===== src/rtl/keypad_scan_ctrl.sv =====
// Purpose: 4x4 matrix keypad scanner. It drives one row low at a time, synchronises and debounces the columns, and emits one hex code per press.
// Latency: about 2 sync + SETTLE_CYCLES + DEBOUNCE_CYCLES + 2 clk from a key going down to key_valid.
// Backpressure: key_valid holds the code until key_ready. A new press overwrites a code that has not been consumed.
// Optional: define KEYPAD_REPEAT_EN to re-issue a held key (REPEAT_DELAY first, then every REPEAT_PERIOD).
module keypad_scan_ctrl #(
    parameter int SETTLE_CYCLES   = 4,
    parameter int DEBOUNCE_CYCLES = 12000,
    parameter int REPEAT_DELAY    = 6000000,
    parameter int REPEAT_PERIOD   = 1200000
) (
    input  logic       clk,
    input  logic       rst,
    input  logic [3:0] column,
    output logic [3:0] row,
    output logic [3:0] key,
    output logic       key_valid,
    input  logic       key_ready,
    output logic       key_held
);

    typedef enum logic [1:0] {SCAN, DEBOUNCE, PRESS, HOLD} state_t;

    localparam int CNT_MAX = (SETTLE_CYCLES > DEBOUNCE_CYCLES) ? SETTLE_CYCLES : DEBOUNCE_CYCLES;
    localparam int CW      = $clog2(CNT_MAX + 1);
    localparam logic [CW-1:0] SETTLE_LIM = CW'(SETTLE_CYCLES);
    localparam logic [CW-1:0] DEB_LAST   = CW'(DEBOUNCE_CYCLES - 1);

    state_t          state_q, state_d;
    logic [CW-1:0]   cnt_q, cnt_d;
    logic [3:0]      row_q, row_d;
    logic [3:0]      pattern_q, pattern_d;
    logic [3:0]      key_q, key_d;
    logic            key_valid_q, key_valid_d;
    logic            key_held_q, key_held_d;
    logic [3:0]      sync1_q, col_s_q;
    logic            load;

`ifdef KEYPAD_REPEAT_EN
    localparam int RPT_MAX = (REPEAT_DELAY > REPEAT_PERIOD) ? REPEAT_DELAY : REPEAT_PERIOD;
    localparam int RW      = $clog2(RPT_MAX + 1);
    localparam logic [RW-1:0] DELAY_LAST  = RW'(REPEAT_DELAY - 1);
    localparam logic [RW-1:0] PERIOD_LAST = RW'(REPEAT_PERIOD - 1);

    logic [RW-1:0]   rpt_q, rpt_d;
    logic            rpt_first_q, rpt_first_d;
    logic [RW-1:0]   rpt_last;
`endif

    // Row index and lowest low column select one of 16 codes.
    function automatic logic [3:0] key_map(input logic [3:0] r, input logic [3:0] c);
        logic [1:0] ri;
        logic [1:0] ci;
        logic [3:0] code;
        case (r)
            4'b1110: ri = 2'd0;
            4'b1101: ri = 2'd1;
            4'b1011: ri = 2'd2;
            default: ri = 2'd3;
        endcase
        if (!c[0])      ci = 2'd0;
        else if (!c[1]) ci = 2'd1;
        else if (!c[2]) ci = 2'd2;
        else            ci = 2'd3;
        case ({ri, ci})
            4'd0:    code = 4'h1;
            4'd1:    code = 4'h2;
            4'd2:    code = 4'h3;
            4'd3:    code = 4'hA;
            4'd4:    code = 4'h4;
            4'd5:    code = 4'h5;
            4'd6:    code = 4'h6;
            4'd7:    code = 4'hB;
            4'd8:    code = 4'h7;
            4'd9:    code = 4'h8;
            4'd10:   code = 4'h9;
            4'd11:   code = 4'hC;
            4'd12:   code = 4'hE;
            4'd13:   code = 4'h0;
            4'd14:   code = 4'hF;
            default: code = 4'hD;
        endcase
        return code;
    endfunction

    // Two-flop synchroniser for the asynchronous column pins.
    always_ff @(posedge clk or posedge rst) begin
        if (rst) begin
            sync1_q <= 4'b1111;
            col_s_q <= 4'b1111;
        end else begin
            sync1_q <= column;
            col_s_q <= sync1_q;
        end
    end

    // Next-state logic for scan/debounce/hold, plus the key handshake.
    always_comb begin
        state_d     = state_q;
        cnt_d       = cnt_q;
        row_d       = row_q;
        pattern_d   = pattern_q;
        key_d       = key_q;
        key_valid_d = key_valid_q;
        key_held_d  = key_held_q;
        load        = 1'b0;

        if (key_valid_q && key_ready) key_valid_d = 1'b0;

        case (state_q)
            SCAN: begin
                if (cnt_q < SETTLE_LIM) begin
                    cnt_d = cnt_q + CW'(1);
                end else if (col_s_q == 4'b1111) begin
                    row_d = {row_q[2:0], row_q[3]};
                    cnt_d = '0;
                end else begin
                    pattern_d = col_s_q;
                    cnt_d     = '0;
                    state_d   = DEBOUNCE;
                end
            end
            DEBOUNCE: begin
                if (col_s_q != pattern_q) begin
                    cnt_d   = '0;
                    state_d = SCAN;
                end else if (cnt_q >= DEB_LAST) begin
                    cnt_d   = '0;
                    state_d = PRESS;
                end else begin
                    cnt_d = cnt_q + CW'(1);
                end
            end
            PRESS: begin
                load       = 1'b1;
                key_held_d = 1'b1;
                cnt_d      = '0;
                state_d    = HOLD;
            end
            default: begin
                // HOLD: any low column restarts the release count.
                if (col_s_q != 4'b1111) begin
                    cnt_d = '0;
                end else if (cnt_q >= DEB_LAST) begin
                    key_held_d = 1'b0;
                    row_d      = {row_q[2:0], row_q[3]};
                    cnt_d      = '0;
                    state_d    = SCAN;
                end else begin
                    cnt_d = cnt_q + CW'(1);
                end
            end
        endcase

`ifdef KEYPAD_REPEAT_EN
        rpt_d       = rpt_q;
        rpt_first_d = rpt_first_q;
        rpt_last    = rpt_first_q ? PERIOD_LAST : DELAY_LAST;
        if (state_q != HOLD) begin
            rpt_d       = '0;
            rpt_first_d = 1'b0;
        end else if ((col_s_q == pattern_q) && (rpt_q >= rpt_last)) begin
            load        = 1'b1;
            rpt_d       = '0;
            rpt_first_d = 1'b1;
        end else if (rpt_q < rpt_last) begin
            rpt_d = rpt_q + RW'(1);
        end
`endif

        if (load) begin
            key_d       = key_map(row_q, pattern_q);
            key_valid_d = 1'b1;
        end
    end

    // State, counter and output registers.
    always_ff @(posedge clk or posedge rst) begin
        if (rst) begin
            state_q     <= SCAN;
            cnt_q       <= '0;
            row_q       <= 4'b1110;
            pattern_q   <= 4'b1111;
            key_q       <= 4'h0;
            key_valid_q <= 1'b0;
            key_held_q  <= 1'b0;
        end else begin
            state_q     <= state_d;
            cnt_q       <= cnt_d;
            row_q       <= row_d;
            pattern_q   <= pattern_d;
            key_q       <= key_d;
            key_valid_q <= key_valid_d;
            key_held_q  <= key_held_d;
        end
    end

`ifdef KEYPAD_REPEAT_EN
    // Auto-repeat timer. It only runs in HOLD.
    always_ff @(posedge clk or posedge rst) begin
        if (rst) begin
            rpt_q       <= '0;
            rpt_first_q <= 1'b0;
        end else begin
            rpt_q       <= rpt_d;
            rpt_first_q <= rpt_first_d;
        end
    end
`endif

    assign row       = row_q;
    assign key       = key_q;
    assign key_valid = key_valid_q;
    assign key_held  = key_held_q;

endmodule


===== config.mk =====
export PLATFORM = sky130hd
export DESIGN_NAME = keypad_scan_ctrl
export DESIGN_NICKNAME = d
export VERILOG_FILES = /design/src/rtl/keypad_scan_ctrl.sv
export SDC_FILE = /design/constraint.sdc
export NUM_CORES = 1
export LEC_CHECK = 0
export ABC_AREA = 1
export CORE_ASPECT_RATIO = 1.25
export CORE_MARGIN = 2
export CORE_UTILIZATION = 40
export DETAILED_ROUTE_END_ITERATION = 8
export PLACE_DENSITY = 0.67
export SLEW_MARGIN = 20
export SYNTH_ARGS = -nofsm -noshare
export SYNTH_HDL_FRONTEND = slang
export SYNTH_SLANG_ARGS = --single-unit

===== constraint.sdc =====
create_clock -name clk -period 3.01 [get_ports clk]
set_input_delay 0.4515 -clock clk [delete_from_list [all_inputs] [get_ports clk]]
set_output_delay 0.4515 -clock clk [all_outputs]
set_load 0.01 [all_outputs]

==> flow_summary_export.csv <==
group,metric,value,unit
timing,finalClockSkew,0.006144,ns
timing,rsz0062_at_grt,"false",
floorplan,placementRows,29,
worst_setup_path,critPathSlowestCell,"dfstp_2",
placed_design,dp_slack,1.179,ns
cells_and_area,fin_nets,288,
drt,vias,1530,
drt,drtIter0Drc,77,
global_route,grt_usage,13.67,%
pwr,p_total,1.684,mW
clock_tree,hold_buffers,0,
yosys,synth_cell_type_count,24,
clock_tree,cts_tree,"done",
clock_tree,clk_path_buf_depth,2,
clock_tree,cts_max_level,2,
worst_setup_path,r2r_slack,1.18,ns
clock_tree,numCtsBuffers,5,
status,status,"completed",
clock_tree,cts-root-buf,"clkbuf_8",
worst_setup_path,cpPeakStageDelay,0.58,ns
global_route,grt.overflow.total,0,
yosys,syn_area_per_cell,8.211,um^2
floorplan,start_util,40.83,%
yosys,yosysWarnings,0,
timing,drv_slew,0,
pwr,cellLeakagePower,1.123,nW
cells_and_area,antenna_cells,0,
pwr,powerDensity,712.3,mW/mm^2
clock_tree,post_cts_buffers,0,
clock_tree,cts.clk_slew.worst_paths,0.08,ns
timing,slew_headroom,68.80,%
cells_and_area,layout-drive-gt1-share,14.34,%
timing,setup_ws,1.150,ns
global_route,grt_pass1_vias,1436,
job,max-cap-violations,0,
global_route,grt_max_degree,39,
floorplan,die_h,83.93,um
worst_setup_path,critPathCaptureType,"primary output",
placed_design,numPortBuffers,16,
drt,dr.pass1.iters,4,
floorplan,die_area,0.005703,mm^2
pwr,ir_drop,0.3314,mV
worst_setup_path,crit_required,2.56,ns
drt,wl_per_cell,10.27,um
timing,fmax,537.6,MHz
placed_design,hpwl,2496,um
worst_setup_path,crit_chain,"clkdlybuf4s50_1",
floorplan,die_x,67.95,um
timing,finalCriticalPeriod,1.860,ns
worst_setup_path,cp.arrival,1.41,ns
timing,finalSetupTns,0,ns
worst_setup_path,crit_fanout,6,
timing,setup_viol,0,
drt,drc,0,
worst_setup_path,cp-start-kind,"register",
worst_setup_path,critPathTopFamily,"flip-flops",
floorplan,placeableCoreArea,0.005007,mm^2
yosys,synth_seq_area_share,47.43,%
drt,via_per_inst,4.581,
yosys,ys_ff_latch,38,
timing,worst_pin_slew,0.4679,ns
placed_design,finalWeightedCongestion,0.7653,
worst_setup_path,crit_buf_inv,1,
drt,drtAntennaViolNets,0,
timing,finalHoldViolCount,0,
clock_tree,clk_latency,0.29,ns
yosys,syn-cell-area,0.002044,mm^2
yosys,syn_inst,249,
clock_tree,cts_sinks,38,
cells_and_area,area_delta_synth_final,15.67,%
min_path,hp-class,"register to register",
drt,wl,3429,um
global_route,antenna_found_initial,0,
floorplan,io_pins,17,
worst_setup_path,worstSetupPathType,"register to primary output",
global_route,grt_pass1_wl,6016,um
clock_tree,cts_resized,0,
yosys,syn-num-nets,266,
timing,fin_crit_sh,61.80,%
## synthesized netlist by cell type, drive strengths merged
library cell,instances,area [um^2]
nand4,2,12.51
nand3,17,90.09
dfrtp,23,575.6
ha,10,125.1
o21ai,17,103.9
nor3,4,25.02
or2,1,6.260
a31oi,1,6.260
buf,1,11.26
o211ai,1,7.510
a21oi,4,20.02
xor2,10,87.58
nor2,39,161.4
inv,37,138.9
dfstp,15,394.1
clkbuf,1,3.750
nand2,62,240.2
xnor2,4,35.03
## power by group
group          leakage [nW]  total, mW  switching (mW)  internal, mW
registers             0.461      0.708          0.0739         0.634
logic                 0.618      0.626           0.371         0.255
clock network        0.0441      0.351           0.188         0.163
total                  1.12       1.68           0.633          1.05
## cells in the final DEF (no fill, tap or decap), drive strengths merged, types with 4 or more instances in the layout
| cell | n |
|---|---|
| inv | 37 |
| a21oi | 4 |
| clkbuf | 5 |
| xor2 | 10 |
| xnor2 | 4 |
| dfrtp | 23 |
| ha | 10 |
| nor2 | 39 |
| o21ai | 17 |
| nand2 | 62 |
| clkdlybuf4s50 | 16 |
| dfstp | 15 |
| nand3 | 17 |
| nor3 | 4 |
## layer usage
layer | up-vias | global-route usage [%] | part of all wire (%)
li1 | 809 | - | -
met1 | 689 | 16.22 | 45
met2 | 27 | 23.04 | 50
met3 | 5 | 3.644 | 3.4
met4 | 0 | 4.909 | 1.5
met5 | - | 0 | 0
## stage by stage
stage / cell area (um^2) / instances / hold slack [ns] / utilization (%)
6_report: 2365 / 334 / 0.3570 / 47.23
3_3_place_gp: 2275 / 326 / 0.3458 / 45.43
4_1_cts: 2365 / 334 / 0.3583 / 47.23
5_1_grt: 2365 / 334 / 0.3612 / 47.23
2_1_floorplan: 2044 / 249 / 0.3452 / -
3_5_place_dp: 2275 / 326 / 0.3468 / 45.43
## path summary, 6_finish.rpt
check,from,cells after the start,end
setup / recovery,row[2]$_DFFE_PP1P_,1,row[2]
hold / removal,sync1_q[1]$_DFF_PP1_,0,col_s_q[1]$_DFF_PP1_
setup reg to reg,pattern_q[1]$_DFFE_PP1P_,9,key[2]$_DFFE_PP0P_
hold reg to reg,sync1_q[1]$_DFF_PP1_,0,col_s_q[1]$_DFF_PP1_
max in group asynchronous,rst,3,row[2]$_DFFE_PP1P_
min in group asynchronous,rst,3,key[1]$_DFFE_PP0P_
## cell families (layout without fill, tap and decap cells)
| group | count (synthesis) | count (layout) | synth area share (%) |
|---|---|---|---|
| xor+xnor | 14 | 14 | 5.997 |
| flops | 38 | 38 | 47.43 |
| compound gates | 23 | 23 | 6.733 |
| simple gates | 125 | 125 | 26.19 |
| fa+ha+maj | 10 | 10 | 6.120 |
| buf+inv | 39 | 62 | 7.527 |
## area by class of cell
cell class | count | area (um^2)
fillers | 491 | 2643
flip-flops and latches | 38 | 969.7
multi-input cells | 172 | 920.9
repair buffers | 17 | 167.7
inverters | 37 | 138.9
well taps | 62 | 77.57
clock buffers | 5 | 68.82
clock inverters | 3 | 21.27
## registers in the layout (all words and copies together) (netlist names)
| register | cells |
|---|---|
| key_valid | 1 |
| key_held | 1 |
| pattern_q | 4 |
| key | 4 |
| row | 4 |
| state_q | 2 |
| cnt_q | 14 |
| sync1_q | 4 |
| col_s_q | 4 |
(Power assumes the default switching activity.)
==> RTL change 1: new RTL, same flow settings <==
Encoding of `state_t`: now one-hot (4 bits for 4 states).
--- a/src/rtl/keypad_scan_ctrl.sv
+++ b/src/rtl/keypad_scan_ctrl.sv
@@ -20,3 +20,3 @@
 
-    typedef enum logic [1:0] {SCAN, DEBOUNCE, PRESS, HOLD} state_t;
+    typedef enum logic [3:0] {SCAN = 4'b0001, DEBOUNCE = 4'b0010, PRESS = 4'b0100, HOLD = 4'b1000} state_t;
 
Check against the original RTL: same outputs for any inputs over 10 cycles, from zero or initial values and one cycle with rst high; not proved beyond that.
==> RTL change 1 against the original RTL <==
Fmax down 0.34%; area after synthesis up 8.0%; sequential cell count up 2; die area up 7.6%; count of clock-buffer cells in the layout unchanged; via count up 7.1%; setup slack worse by 0.0064 ns; final area up 7.5%; first-iteration DRC count down 58%; wire length up 8.6%; critical path type is now flop to flop; highest routed layer unchanged.
Power is not compared: it rests on default switching activity, and its combinational part moved more than twofold at a synthesized area within 25%.
==> RTL change 1: results (changes against the original RTL) <==
stage,metric,value,unit,change
run_status,status,finished clean,,unchanged
worst_setup_path,ff2ff_path_depth,6,,was 9
cells_and_area,drive_gt1_share,23.64,%,was 14.34%
grt,gr-usage-met3,3.125,%,was 3.644%
grt,met2_usage,26.16,%,was 23.04%
drt,wl_met1,1628,um,was 1550 um
drt,wl_met3,120,um,was 117 um
cells_and_area,nFillCells,520,,was 491
worst_setup_path,critPathKind,flop to flop,,was flop to primary output
synth,synth.area.top_cells,"dfrtp_1, dfstp_2, nand2_1",,unchanged
placed_design,post-dp-hpwl,2770,um,was 2496 um
synth,ys_types,34,,was 24
timing,holdWs,0.3572,ns,was 0.3570 ns
synth,syn_area_per_cell,8.763,sq um,was 8.211 sq um
drt,first_iter_violations,32,,was 77
worst_setup_path,worstSetupStartpoint,pattern_q[1],,was row[2]
grt,grt_pass1_wl,6782,um,was 6016 um
placed_design,routabilityCongestion,0.8065,,was 0.7653
min_path,hp-start,sync1_q[3],,was sync1_q[1]
drt,wl_per_cell,10.99,um,was 10.27 um
grt,grt_max_degree,41,,was 39
synth,synth_xor_area_share,3.966,%,was 5.998%
synth,syn-num-nets,265,,was 266
synth,synth_seq_area_share,46.23,%,was 47.43%
worst_setup_path,cp_max_fo,5,,was 6
[RTL change 1: cell type report]
type	count	area [sq um]	share of cell area, %
flip-flops and latches	40	1021	40.18
multi-input cells	171	1011	39.78
repair buffers	17	167.7	6.598
inverters	39	150.1	5.908
well taps	64	80.08	3.151
clock buffers	5	68.82	2.708
clock inverters	3	42.54	1.674
[RTL change 1: worst reg2reg max path: cells and delay by family, from the launching register on]
| kind | cells | cell delay, ns |
|---|---|---|
| adder cells (fa/ha/maj) | 1 | 0.21 |
| AND/OR/NAND/NOR | 1 | 0.29 |
| AO/OA/AOI/OAI | 2 | 0.51 |
| flip-flops | 1 | 0.56 |
| buffers and inverters | 2 | 0.23 |
[RTL change 1: metrics by stage]
step | setup slack (ns) | instance area, sq um
CTS | 1.139 | 2541
detailed placement | 1.172 | 2430
finish | 1.143 | 2541
floorplan | 1.299 | 2208
global placement | 1.235 | 2430
global route | 1.013 | 2541
==> RTL change 2: new RTL, same settings <==
Made on the original files. The option `KEYPAD_REPEAT_EN` is turned on by a define.
--- a/src/rtl/keypad_scan_ctrl.sv
+++ b/src/rtl/keypad_scan_ctrl.sv
@@ -4,2 +4,4 @@
 // Optional: define KEYPAD_REPEAT_EN to re-issue a held key (REPEAT_DELAY first, then every REPEAT_PERIOD).
+`define KEYPAD_REPEAT_EN
+
 module keypad_scan_ctrl #(
Check against the original RTL: no difference found for any inputs over 10 cycles, from zero or initial values and one cycle with rst high; that may be too few to reach the edited logic, so the function may still have changed.
==> RTL change 2 against the original RTL <==
Non-clock buffer count increased by 1; setup slack worse by 0.21 ns; sequential cell count increased by 24; die area grew 82%; sequential share of layout area down 5.8 points; area after synthesis increased by 87%; total power up 65%; final area up 88%; wire length up 140%; synthesized cell count up 110%; clock skew about the same.
==> RTL change 2: results (changes against the original RTL) <==
stage,metric,value,unit,change
grt,grt_max_degree,63,,was 39
synth,ys_types,31,,was 24
synth,synth_seq_area_share,40.97,%,was 47.43%
cells_and_area,final_nets,557,,was 288
drt,dr.pass1.iters,4,,unchanged
synth,synthTopCellsByCount,"nand2_1, nor2_1, inv_1",,"was nand2_1, inv_1, nor2_1"
clocking,numCtsBuffers,9,,was 5
synth,synth.area.top_cells,"dfrtp_1, nand2_1, dfstp_2",,"was dfrtp_1, dfstp_2, nand2_1"
drt,dr_total_vias,3286,,was 1530
clocking,post_cts_resized,0,,unchanged
power_and_ir_drop,peakVddDrop,390.6,uV,was 331.4 uV
worst_setup_path,cp_max_fo,25,,was 6
cells_and_area,top_regs,"rpt_q: 23 flops, cnt_q: 14 flops",,
clocking,clockBufferDepth,2,,unchanged
worst_setup_path,critPathSlowestCell,dfrtp_1,,was dfstp_2
drt,first_iter_violations,206,,was 77
timing,worst_pin_slew,0.7798,ns,was 0.4679 ns
synth,syn-num-nets,536,,was 266
drt,wirelength,8099,um,was 3429 um
synth,synthArstFlopShare,100.0,%,unchanged
placed_design,routabilityCongestion,0.8513,,was 0.7653
placed_design,port_buffers,16,,unchanged
grt,antenna_found_initial,0,,unchanged
power_and_ir_drop,p_leak,2.060,nW,was 1.123 nW
clocking,clockRootBuffer,clkbuf_16,,was clkbuf_8
clocking,clkLatencyLatePin,0.33,ns,was 0.29 ns
grt,grt_pass1_wl,14560,um,was 6016 um
synth,synth_warnings,0,,unchanged
cells_and_area,antenna_cells,0,,unchanged
clocking,h-tree-depth,3,,was 2
timing,fin_skew,0.005702,ns,was 0.006144 ns
min_path,min_path_type,flop to flop,,unchanged
power_and_ir_drop,p_int,0.001961,W,was 0.001052 W
cells_and_area,drive_gt1_share,9.480,%,was 14.34%
run_status,status,finished clean,,unchanged
worst_setup_path,critPathArrivalTime,2.28,ns,was 1.41 ns
clocking,cts_setup_buffers,0,,unchanged
placed_design,post-dp-hpwl,5600,um,was 2496 um
worst_setup_path,max_stage_delay,0.42,ns,was 0.58 ns
grt,grt.total_usage,17.21,%,was 13.67%
clocking,clk_pin_slew,0.06,ns,was 0.08 ns
cells_and_area,nFillCells,882,,was 491
-- RTL change 2: cell types whose count changed in the layout (fill, tap and decap cells not counted), sizes merged, moves of 7 or more --
cell / delta
clkbuf: +7
o21ai: +8
inv: +29
nand2: +80
ha: +7
dfrtp: +24
nand3: +21
o21bai: +9
a21oi: +14
nor2: +34
nand4: +20
-- RTL change 2: layout make-up --
| class | count | area (sq um) | share of cell area (%) |
|---|---|---|---|
| Multi-Input combinational cell | 376 | 1951 | 43.79 |
| Clock inverter | 4 | 56.30 | 1.264 |
| Tap cell | 123 | 153.9 | 3.455 |
| Clock buffer | 12 | 300.3 | 6.742 |
| Inverter | 66 | 247.7 | 5.562 |
| Sequential cell | 62 | 1570 | 35.25 |
| Timing Repair Buffer | 18 | 175.2 | 3.933 |
-- RTL change 2: worst paths after layout --
check	from	end	slack, ns	depth (start not counted)
setup / recovery	rpt_first_q	rpt_q[20]	0.94	12
hold / removal	sync1_q[2]	col_s_q[2]	0.35	0
setup reg to reg	rpt_first_q	rpt_q[20]	0.94	12
hold reg to reg	sync1_q[2]	col_s_q[2]	0.35	0
max in group asynchronous	rst	cnt_q[2]	1.82	3
min in group asynchronous	rst	cnt_q[10]	0.65	3
-- RTL change 2: critical path, delay by kind of cell, from the launching register on --
family	cells	cell delay, ns
and+or+nand+nor	9	0.74
DFF	1	0.42
buffers and inverters	2	0.47
adders and majority gates	1	0.33
-- RTL change 2: power groups by stage --
stage          Combinational, W  Clock (W)  Sequential [W]
2_1_floorplan          0.000391          0         0.00103
3_3_place_gp           0.000533          0         0.00103
3_5_place_dp           0.000547          0         0.00104
4_1_cts                0.000556    0.00122         0.00102
5_1_grt                0.000640    0.00126         0.00104
6_report               0.000551    0.00120         0.00102
-- RTL change 2: logic make-up after synthesis --
| logic type | after synthesis | synth area share, % |
|---|---|---|
| and+or+nand+nor | 284 | 32.94 |
| buffers and inverters | 74 | 8.129 |
| DFF | 62 | 40.97 |
| AOI/OAI and AO/OA | 58 | 8.521 |
| xor gates and xnor gates | 17 | 3.885 |
| adders and majority gates | 17 | 5.550 |
-- RTL change 2: per-layer routing --
metal / share of wire (%) / up-vias / track usage [%]
li1: - / 1685 / -
met1: 42 / 1533 / 19.86
met2: 52 / 55 / 30.59
met3: 3.7 / 13 / 3.963
met4: 1.6 / 0 / 7.172
met5: 0 / - / 0
-- RTL change 2: per-stage QoR --
step	instance area, sq um	total power [W]	cells	worst slack (ns)
floorplan	3832	0.001425	512	1.042
global placement	4098	0.001566	645	0.9998
detailed placement	4098	0.001583	645	0.9657
CTS	4454	0.002796	661	0.9528
global route	4454	0.002938	661	0.6980
finish	4454	0.002772	661	0.9420
